File: config.mk
export PLATFORM = sky130hd
export DESIGN_NAME = act_skew_feeder
export DESIGN_NICKNAME = d
export VERILOG_FILES = /design/src/rtl/act_skew_feeder.sv
export SDC_FILE = /design/constraint.sdc
export NUM_CORES = 1
export LEC_CHECK = 0
export ABC_CLOCK_PERIOD_IN_PS = 8600
export CAP_MARGIN = 10
export CORE_ASPECT_RATIO = 0.9
export CORE_MARGIN = 10
export CORE_UTILIZATION = 60
export CTS_CLUSTER_SIZE = 28
export DETAILED_ROUTE_END_ITERATION = 10
export GPL_ROUTABILITY_DRIVEN = 0
export HOLD_SLACK_MARGIN = 0.05
export PLACE_DENSITY = 0.78
export SLEW_MARGIN = 15
export SYNTH_ARGS = -nofsm -noshare
export SYNTH_HDL_FRONTEND = slang
export SYNTH_SLANG_ARGS = --single-unit
File: constraint.sdc
create_clock -name i_clk -period 8.6 [get_ports i_clk]
set_input_delay 1.72 -clock i_clk [delete_from_list [all_inputs] [get_ports i_clk]]
set_output_delay 1.72 -clock i_clk [all_outputs]
set_load 0.05 [all_outputs]
File: src/rtl/act_skew_feeder.sv
// Activation skew feeder: buffers router words in a FIFO and drives the PE byte lanes with a diagonal skew.
// Optional FEEDER_ZERO_GATE_EN forces an invalid lane's byte to zero.
module act_skew_feeder #(
  parameter int DATA_WIDTH = 64,
  parameter int DEPTH      = 8,
  parameter int ADDR_WIDTH = 8
) (
  input  logic                    i_clk,
  input  logic                    i_rst,
  input  logic                    i_reg_clear,
  input  logic                    i_valid,
  input  logic [DATA_WIDTH-1:0]   i_data,
  output logic                    o_ready,
  input  logic [ADDR_WIDTH-1:0]   i_route_size,
  input  logic                    i_pe_ready,
  output logic [DATA_WIDTH-1:0]   o_data,
  output logic [DATA_WIDTH/8-1:0] o_valid,
  output logic                    o_busy,
  output logic                    o_window_done
);

  localparam int ROWS = DATA_WIDTH / 8;
  localparam int PW   = $clog2(DEPTH);
  localparam int DW   = (ROWS > 1) ? $clog2(ROWS) : 1;
  localparam logic [DW-1:0] DRAIN_LOAD = DW'(ROWS - 1);

  typedef enum logic [1:0] {
    S_IDLE,
    S_STREAM,
    S_DRAIN
  } state_t;

  state_t                  r_state, w_state_n;
  logic [ADDR_WIDTH-1:0]   r_len, w_len_n;
  logic [ADDR_WIDTH-1:0]   r_cnt, w_cnt_n;
  logic [DW-1:0]           r_dcnt, w_dcnt_n;
  logic                    r_done, w_done_n;

  logic [DATA_WIDTH-1:0]   r_mem [DEPTH];
  logic [PW:0]             r_wr_ptr, r_rd_ptr;
  logic                    w_flush, w_full, w_empty, w_push, w_pop;
  logic [DATA_WIDTH-1:0]   w_rd_data;
  logic [ROWS-1:0]         w_lane_vld;
  logic [DATA_WIDTH-1:0]   w_lane_byte;

  assign w_flush   = i_rst | i_reg_clear;
  assign w_full    = (r_wr_ptr[PW] != r_rd_ptr[PW]) && (r_wr_ptr[PW-1:0] == r_rd_ptr[PW-1:0]);
  assign w_empty   = (r_wr_ptr == r_rd_ptr);
  assign o_ready   = !w_full && !i_rst;
  assign w_push    = i_valid && o_ready;
  assign w_pop     = (r_state == S_STREAM) && !w_empty && i_pe_ready;
  assign w_rd_data = r_mem[r_rd_ptr[PW-1:0]];

  always_ff @(posedge i_clk) begin
    if (w_push && !w_flush) begin
      r_mem[r_wr_ptr[PW-1:0]] <= i_data;
    end
  end

  always_ff @(posedge i_clk) begin
    if (w_flush) begin
      r_wr_ptr <= '0;
      r_rd_ptr <= '0;
    end else begin
      if (w_push) r_wr_ptr <= r_wr_ptr + 1'b1;
      if (w_pop)  r_rd_ptr <= r_rd_ptr + 1'b1;
    end
  end

  always_ff @(posedge i_clk) begin
    if (w_flush) begin
      r_state <= S_IDLE;
      r_len   <= '0;
      r_cnt   <= '0;
      r_dcnt  <= '0;
      r_done  <= 1'b0;
    end else begin
      r_state <= w_state_n;
      r_len   <= w_len_n;
      r_cnt   <= w_cnt_n;
      r_dcnt  <= w_dcnt_n;
      r_done  <= w_done_n;
    end
  end

  // The done pulse is registered so it lines up with lane ROWS-1 showing the last word;
  // DRAIN then lingers one cycle at dcnt==0, keeping two windows apart in the skew.
  always_comb begin
    w_state_n = r_state;
    w_len_n   = r_len;
    w_cnt_n   = r_cnt;
    w_dcnt_n  = r_dcnt;
    w_done_n  = 1'b0;
    case (r_state)
      S_IDLE: begin
        if (!w_empty && (i_route_size != '0)) begin
          w_state_n = S_STREAM;
          w_len_n   = i_route_size;
          w_cnt_n   = '0;
        end
      end
      S_STREAM: begin
        if (w_pop) begin
          w_cnt_n = r_cnt + 1'b1;
          if (w_cnt_n == r_len) begin
            w_state_n = S_DRAIN;
            w_dcnt_n  = DRAIN_LOAD;
            w_done_n  = (ROWS == 1);
          end
        end
      end
      S_DRAIN: begin
        if (r_dcnt == '0) begin
          w_state_n = S_IDLE;
        end else if (i_pe_ready) begin
          w_dcnt_n = r_dcnt - 1'b1;
          w_done_n = (r_dcnt == DW'(1));
        end
      end
      default: w_state_n = S_IDLE;
    endcase
  end

  // Lane r is an (r+1)-deep chain; the head byte holds its last popped value across bubbles.
  for (genvar r = 0; r < ROWS; r++) begin : g_lane
    logic [r:0] r_vld;
    logic [7:0] r_byte [r+1];

    always_ff @(posedge i_clk) begin
      if (w_flush) begin
        r_vld <= '0;
        for (int s = 0; s <= r; s++) r_byte[s] <= 8'h00;
      end else if (i_pe_ready) begin
        r_vld[0] <= w_pop;
        if (w_pop) r_byte[0] <= w_rd_data[8*r +: 8];
        for (int s = 1; s <= r; s++) begin
          r_vld[s]  <= r_vld[s-1];
          r_byte[s] <= r_byte[s-1];
        end
      end
    end

    assign w_lane_vld[r] = r_vld[r];
`ifdef FEEDER_ZERO_GATE_EN
    assign w_lane_byte[8*r +: 8] = r_vld[r] ? r_byte[r] : 8'h00;
`else
    assign w_lane_byte[8*r +: 8] = r_byte[r];
`endif
  end

  assign o_data        = w_lane_byte;
  assign o_valid       = w_lane_vld;
  assign o_busy        = (r_state != S_IDLE);
  assign o_window_done = r_done;

endmodule

==> results of run 1 <==
-- layer usage --
metal  track usage [%]  vias to the layer above  wire length (um)
li1                  -                     6795                 -
met1              25.6                     7751             24400
met2              31.2                      608             29700
met3              5.26                      100              4930
met4              5.67                        6              1210
met5                 0                        -                47
-- sequential cells by signal (all words and copies together), names as in the netlist, named ones only --
signal / count
g_lane.r_vld: 8
r_state: 2
r_mem: 512
r_dcnt: 3
r_wr_ptr: 4
r_cnt: 8
r_rd_ptr: 4
g_lane.r_byte: 288
r_len: 8
o_window_done: 1
-- cell type report --
class	count	area, um^2
Tap cell	697	872
Multi-Input combinational cell	677	6490
Sequential cell	841	24900
Timing Repair Buffer	174	1710
Clock inverter	50	495
Fill cell	3211	16400
Antenna cell	7	17.5
Clock buffer	96	2040
Inverter	6	22.5
-- final timing paths --
check / start / end / cells after the start
setup / recovery: i_rst / o_ready / 3
hold / removal: r_len[6] / r_len[6] / 2
setup reg to reg: r_wr_ptr[0] / r_mem[4][62] / 5
hold reg to reg: r_len[6] / r_len[6] / 2
-- Yosys cell counts (19+ instances only) --
cell / number
and3_1: 203
and2_1: 24
dfxtp_1: 41
clkbuf_1: 79
nand2_1: 26
edfxtp_1: 800
nor2_1: 97
buf_4: 33
mux2i_1: 71
a21oi_1: 23
mux4_2: 128
nand3_1: 19
-- cell families after synthesis --
| family | after synthesis | share of synthesized area, % |
|---|---|---|
| compound gates | 49 | 1.03 |
| xor+xnor | 18 | 0.565 |
| fa+ha+maj | 6 | 0.235 |
| buf+inv | 138 | 2.07 |
| flops | 841 | 77.8 |
| mux | 200 | 11.3 |
| simple gates | 404 | 6.97 |
-- power by group through the flow --
stage | Clock [W] | Combinational (W) | Sequential [W]
5_1_grt | 0.00364 | 0.000265 | 0.00457
2_1_floorplan | 0 | 0.000112 | 0.00468
3_5_place_dp | 0 | 0.000248 | 0.00466
3_3_place_gp | 0 | 0.000242 | 0.00465
4_1_cts | 0.00346 | 0.000250 | 0.00457
6_report | 0.00341 | 0.000247 | 0.00457
-- tightest hold or removal path: stages (launching register included) --
cell and delay, ps:
dfxtp_1 320, nand2_1 50, a21oi_1 50
-- metrics by stage --
step,hold WS (ps),instance area [um^2],instances
6_report,467,36500,2548
3_5_place_dp,465,33900,2395
4_1_cts,474,36500,2541
3_3_place_gp,462,33900,2395
2_1_floorplan,448,31900,1656
5_1_grt,492,36500,2546
==> flow_metrics.py, run 1 <==
metrics = {
    "power_and_ir_drop": {
        "combPwrFrac_pct": 3.0,
        "swShare_pct": 20.0,
        "p_sw_w": 0.00165,
        "p_int_w": 0.00658,
        "pwr-share-seq_pct": 55.6,
        "vdd_drop_max_uv": 152,
        "power_frac_clock_pct": 41.4,
        "power_w": 0.00822,
        "power_density_nw_per_um2": 225,
        "p_leak_nw": 12.7,
    },
    "global_routing": {
        "grt_pass1_wl_um": 93700,
        "grt_use_total_pct": 19.3,
        "first_global_vias": 15600,
        "antenna_found_initial": 9,
        "grt_max_degree": 188,
        "grt-ovfl-total": 0,
    },
    "worst_setup_path": {
        "critPathTopFamily": "buffers and inverters",
        "end_kind": "output pin",
        "crit_type": "primary input to output pin",
        "path_common_cell": "clkdlybuf4s50_1",
        "slowest_delay_ps": 890,
        "slowest_stage": "clkdlybuf4s50_1",
        "cp_max_fo": 6,
        "critPathLaunchType": "primary input",
        "crit_path_cell_trace": "clkdlybuf4s50_1, a41oi_2, clkdlybuf4s50_1",
        "cp_num_buf_inv": 2,
        "cp.arrival_ps": 3450,
        "crit_required_ps": 6880,
        "r2r_setup_slack_ps": 4820,
    },
    "floorplan": {
        "core_area_um2": 52900,
        "std_cell_rows": 80,
        "ios": 152,
        "dieHeight_um": 239,
        "die_w_um": 263,
        "die_area_um2": 62800,
        "start_util_pct": 60.4,
    },
    "detailed_routing": {
        "wl_per_cell_um": 23.6,
        "drtPass1Iterations": 5,
        "wl_um": 60200,
        "vias": 15300,
        "viasPerCell": 5.99,
        "drt_drc_violations_left": 0,
        "antenna_left": 0,
        "drt_iter0_drc": 1630,
    },
    "clock_network": {
        "post_cts_resized": 0,
        "clkTransAtPathRegs_ps": 60,
        "cts_hold_buffers": 0,
        "cts-buffers-inserted": 79,
        "htreeDepth": 3,
        "cts_setup_buffers": 0,
        "clock_path_buffers": 3,
        "cts.sink_count": 841,
        "clock_latency_ps": 630,
        "cts_tree": "yes",
        "cts-root-buf": "clkbuf_16",
    },
    "status": {
        "status": "finished, final reports clean",
    },
    "place": {
        "portBuffers": 151,
        "dpl.hpwl_um": 32500,
        "place_ws_ps": 3410,
    },
    "cells_and_area": {
        "syn_to_final_growth_pct": 14.4,
        "final_common_cell": "edfxtp_1",
        "layout_common_cells": "edfxtp_1 (800), and3_1 (203), clkdlybuf4s50_1 (150)",
        "nets": 1862,
        "final_core_util_pct": 69.1,
        "drive_above_1_share_pct": 15.8,
    },
    "synth": {
        "ys_seq_area_share_pct": 77.8,
        "ys_types": 53,
        "ys_ff_latch": 841,
        "synth_area_leaders": "edfxtp_1 (75%), mux4_2 (9.0%), and3_1 (4.0%)",
        "synth_cells": 1656,
        "yosysTopAreaCell": "edfxtp_1",
        "synthesis.area_um2": 31900,
        "ys.flop_type": "edfxtp_1",
        "async_flop_share_pct": 0,
        "synth_nets": 1739,
        "syn_area_per_cell_um2": 19.3,
        "synth-edff-count": 800,
        "ys_warn_count": 0,
        "synth_top_area_share_pct": 75.3,
    },
    "sta": {
        "worst_slew_pin_slew_ps": 1060,
        "period_share_pct": 60.1,
        "hold_violations": 0,
        "max_freq_ghz": 0.194,
        "period_minus_slack_ps": 5170,
        "rsz0062_at_grt": "no",
        "finalSetupTns_ps": 0,
        "slew_headroom_pct": 29.0,
        "slew_violations": 0,
        "setup_ws_ps": 3430,
        "fin_worst_skew_ps": 20.8,
        "setup_violations": 0,
    },
    "flow_run": {
        "maxCapViolCount": 0,
    },
    "worst_hold_path": {
        "hold_path.class": "flip-flop to flip-flop",
    },
}
Note: power is estimated with default switching activity, not from simulation.
==> run 2, diff against run 1 <==
ABC_CLOCK_PERIOD_IN_PS = 4800   (was 8600)
clock period = 4.8 ns   (was 8.6 ns; I/O delays follow)
==> flow_metrics.py, run 2 (same netlist as run 1, synthesis figures left out) <==
metrics = {
    "cells_and_area": {
        "multi_input_area_um2": 6510,
        "largest_reg_flops": 512,
        "nets": 1868,
        "regArea_um2": 24900,
        "final_common_cell": "edfxtp_1",
        "syn_to_final_growth_pct": 14.9,
        "final_cells": 2549,
        "layout_common_cells": "edfxtp_1 (800), and3_1 (203), clkdlybuf4s50_1 (150)",
        "final_cell_area_um2": 36700,
        "drive_above_1_share_pct": 15.8,
        "fillCellCount": 3142,
    },
    "worst_hold_path": {
        "hold_path.class": "flip-flop to flip-flop",
    },
    "sta": {
        "period_minus_slack_ps": 3630,
        "rsz0062_at_grt": "no",
        "finalSetupTns_ps": 0,
        "holdWs_ps": 480,
        "period_share_pct": 75.7,
        "hold_violations": 0,
        "worst_slew_pin_slew_ps": 1110,
        "max_freq_ghz": 0.275,
        "slew_violations": 0,
        "fin_worst_skew_ps": 20.4,
        "setup_violations": 0,
        "setup_ws_ps": 1170,
        "slew_headroom_pct": 26.1,
    },
    "worst_setup_path": {
        "slowest_delay_ps": 880,
        "cp.arrival_ps": 2670,
        "crit_type": "flip-flop to output pin",
        "end_kind": "output pin",
        "cp_num_buf_inv": 1,
        "cp_max_fo": 9,
        "slowest_stage": "clkdlybuf4s50_1",
        "crit_required_ps": 3840,
        "critPathTopFamily": "buffers and inverters",
        "critPathLaunchType": "flip-flop",
        "crit_path_cell_trace": "xnor2_2, a41oi_2, clkdlybuf4s50_1",
    },
    "floorplan": {
        "start_util_pct": 60.4,
        "core_area_um2": 52900,
        "die_w_um": 263,
        "std_cell_rows": 80,
        "die_area_um2": 62800,
        "dieHeight_um": 239,
        "ios": 152,
    },
    "detailed_routing": {
        "antenna_left": 0,
        "drtPass1Iterations": 5,
        "drt_drc_violations_left": 0,
        "wl_per_cell_um": 23.0,
        "wl_um": 58700,
        "viasPerCell": 5.92,
        "vias": 15100,
        "drt_iter0_drc": 1278,
    },
    "place": {
        "place_ws_ps": 1020,
        "portBuffers": 151,
        "dpl.hpwl_um": 32500,
        "placedCellCount": 2399,
        "place_area_um2": 34100,
    },
    "power_and_ir_drop": {
        "power_density_nw_per_um2": 400,
        "p_leak_nw": 12.8,
        "vdd_drop_max_uv": 309,
    },
    "clock_network": {
        "cts_setup_buffers": 0,
        "clock_path_buffers": 3,
        "cts_hold_buffers": 0,
        "clkTransAtPathRegs_ps": 60,
        "cts.sink_count": 841,
        "cts-buffers-inserted": 81,
        "htreeDepth": 3,
        "clock_latency_ps": 620,
        "cts_tree": "yes",
        "cts-root-buf": "clkbuf_16",
        "post_cts_resized": 0,
    },
    "global_routing": {
        "grt-ovfl-total": 0,
        "grt_use_total_pct": 18.7,
        "grt_pass1_wl_um": 90900,
        "first_global_vias": 15400,
        "grt_max_degree": 153,
        "antenna_found_initial": 10,
    },
    "flow_run": {
        "maxCapViolCount": 0,
    },
    "status": {
        "status": "finished, final reports clean",
    },
}
[run 2: changes by cell type in the layout (fill, tap and decap cells not counted), sizes merged]
| cell | delta |
|---|---|
| clkbuf | +8 |
| diode | -5 |
| buf | +4 |
| bufinv | -3 |
| inv | -2 |
| clkinvlp | -1 |
[run 2: metal layers]
layer	vias to the layer above	part of all wire, %	GRT usage, %
met5	-	0.12	0
met4	10	2.5	6.18
met3	125	6.8	4.65
met2	498	50	30.7
met1	7662	41	24.3
li1	6805	-	-
[run 2: final cells by class]
class,count,area share [%]
Inverter,6,0.0614
Tap cell,697,2.38
Clock buffer,104,5.93
Clock inverter,44,0.955
Sequential cell,841,67.8
Timing Repair Buffer,178,5.15
Antenna cell,2,0.0136
Multi-Input combinational cell,677,17.7
[run 2: worst min-delay path, delay by kind of cell (launching register included)]
family | cells | cell delay [ps]
DFF | 1 | 320
and+or+nand+nor | 1 | 60
AOI/OAI and AO/OA | 1 | 50
[run 2: per-stage QoR]
| stage | power (W) | util (%) |
|---|---|---|
| floorplan | 0.00858 | - |
| global placement | 0.00877 | 64.6 |
| detailed placement | 0.00879 | 64.6 |
| CTS | 0.0148 | 69.4 |
| global route | 0.0151 | 69.4 |
| finish | 0.0147 | 69.4 |
[run 2: final timing paths]
| path | start | to | slack (ps) | depth (start not counted) |
|---|---|---|---|---|
| worst max register to register | r_wr_ptr[0] | r_mem[0][50] | 1570 | 6 |
| worst min register to register | r_len[4] | r_len[4] | 480 | 2 |
| worst max-delay path | r_wr_ptr[0] | o_ready | 1170 | 3 |
| worst min-delay path | r_len[4] | r_len[4] | 480 | 2 |
[run 2: report_power, final]
group          internal (W)  total (W)  switching, W
logic              0.000145   0.000443      0.000298
registers           0.00815    0.00819     0.0000387
clock network       0.00347    0.00603       0.00256
total                0.0118     0.0147       0.00289
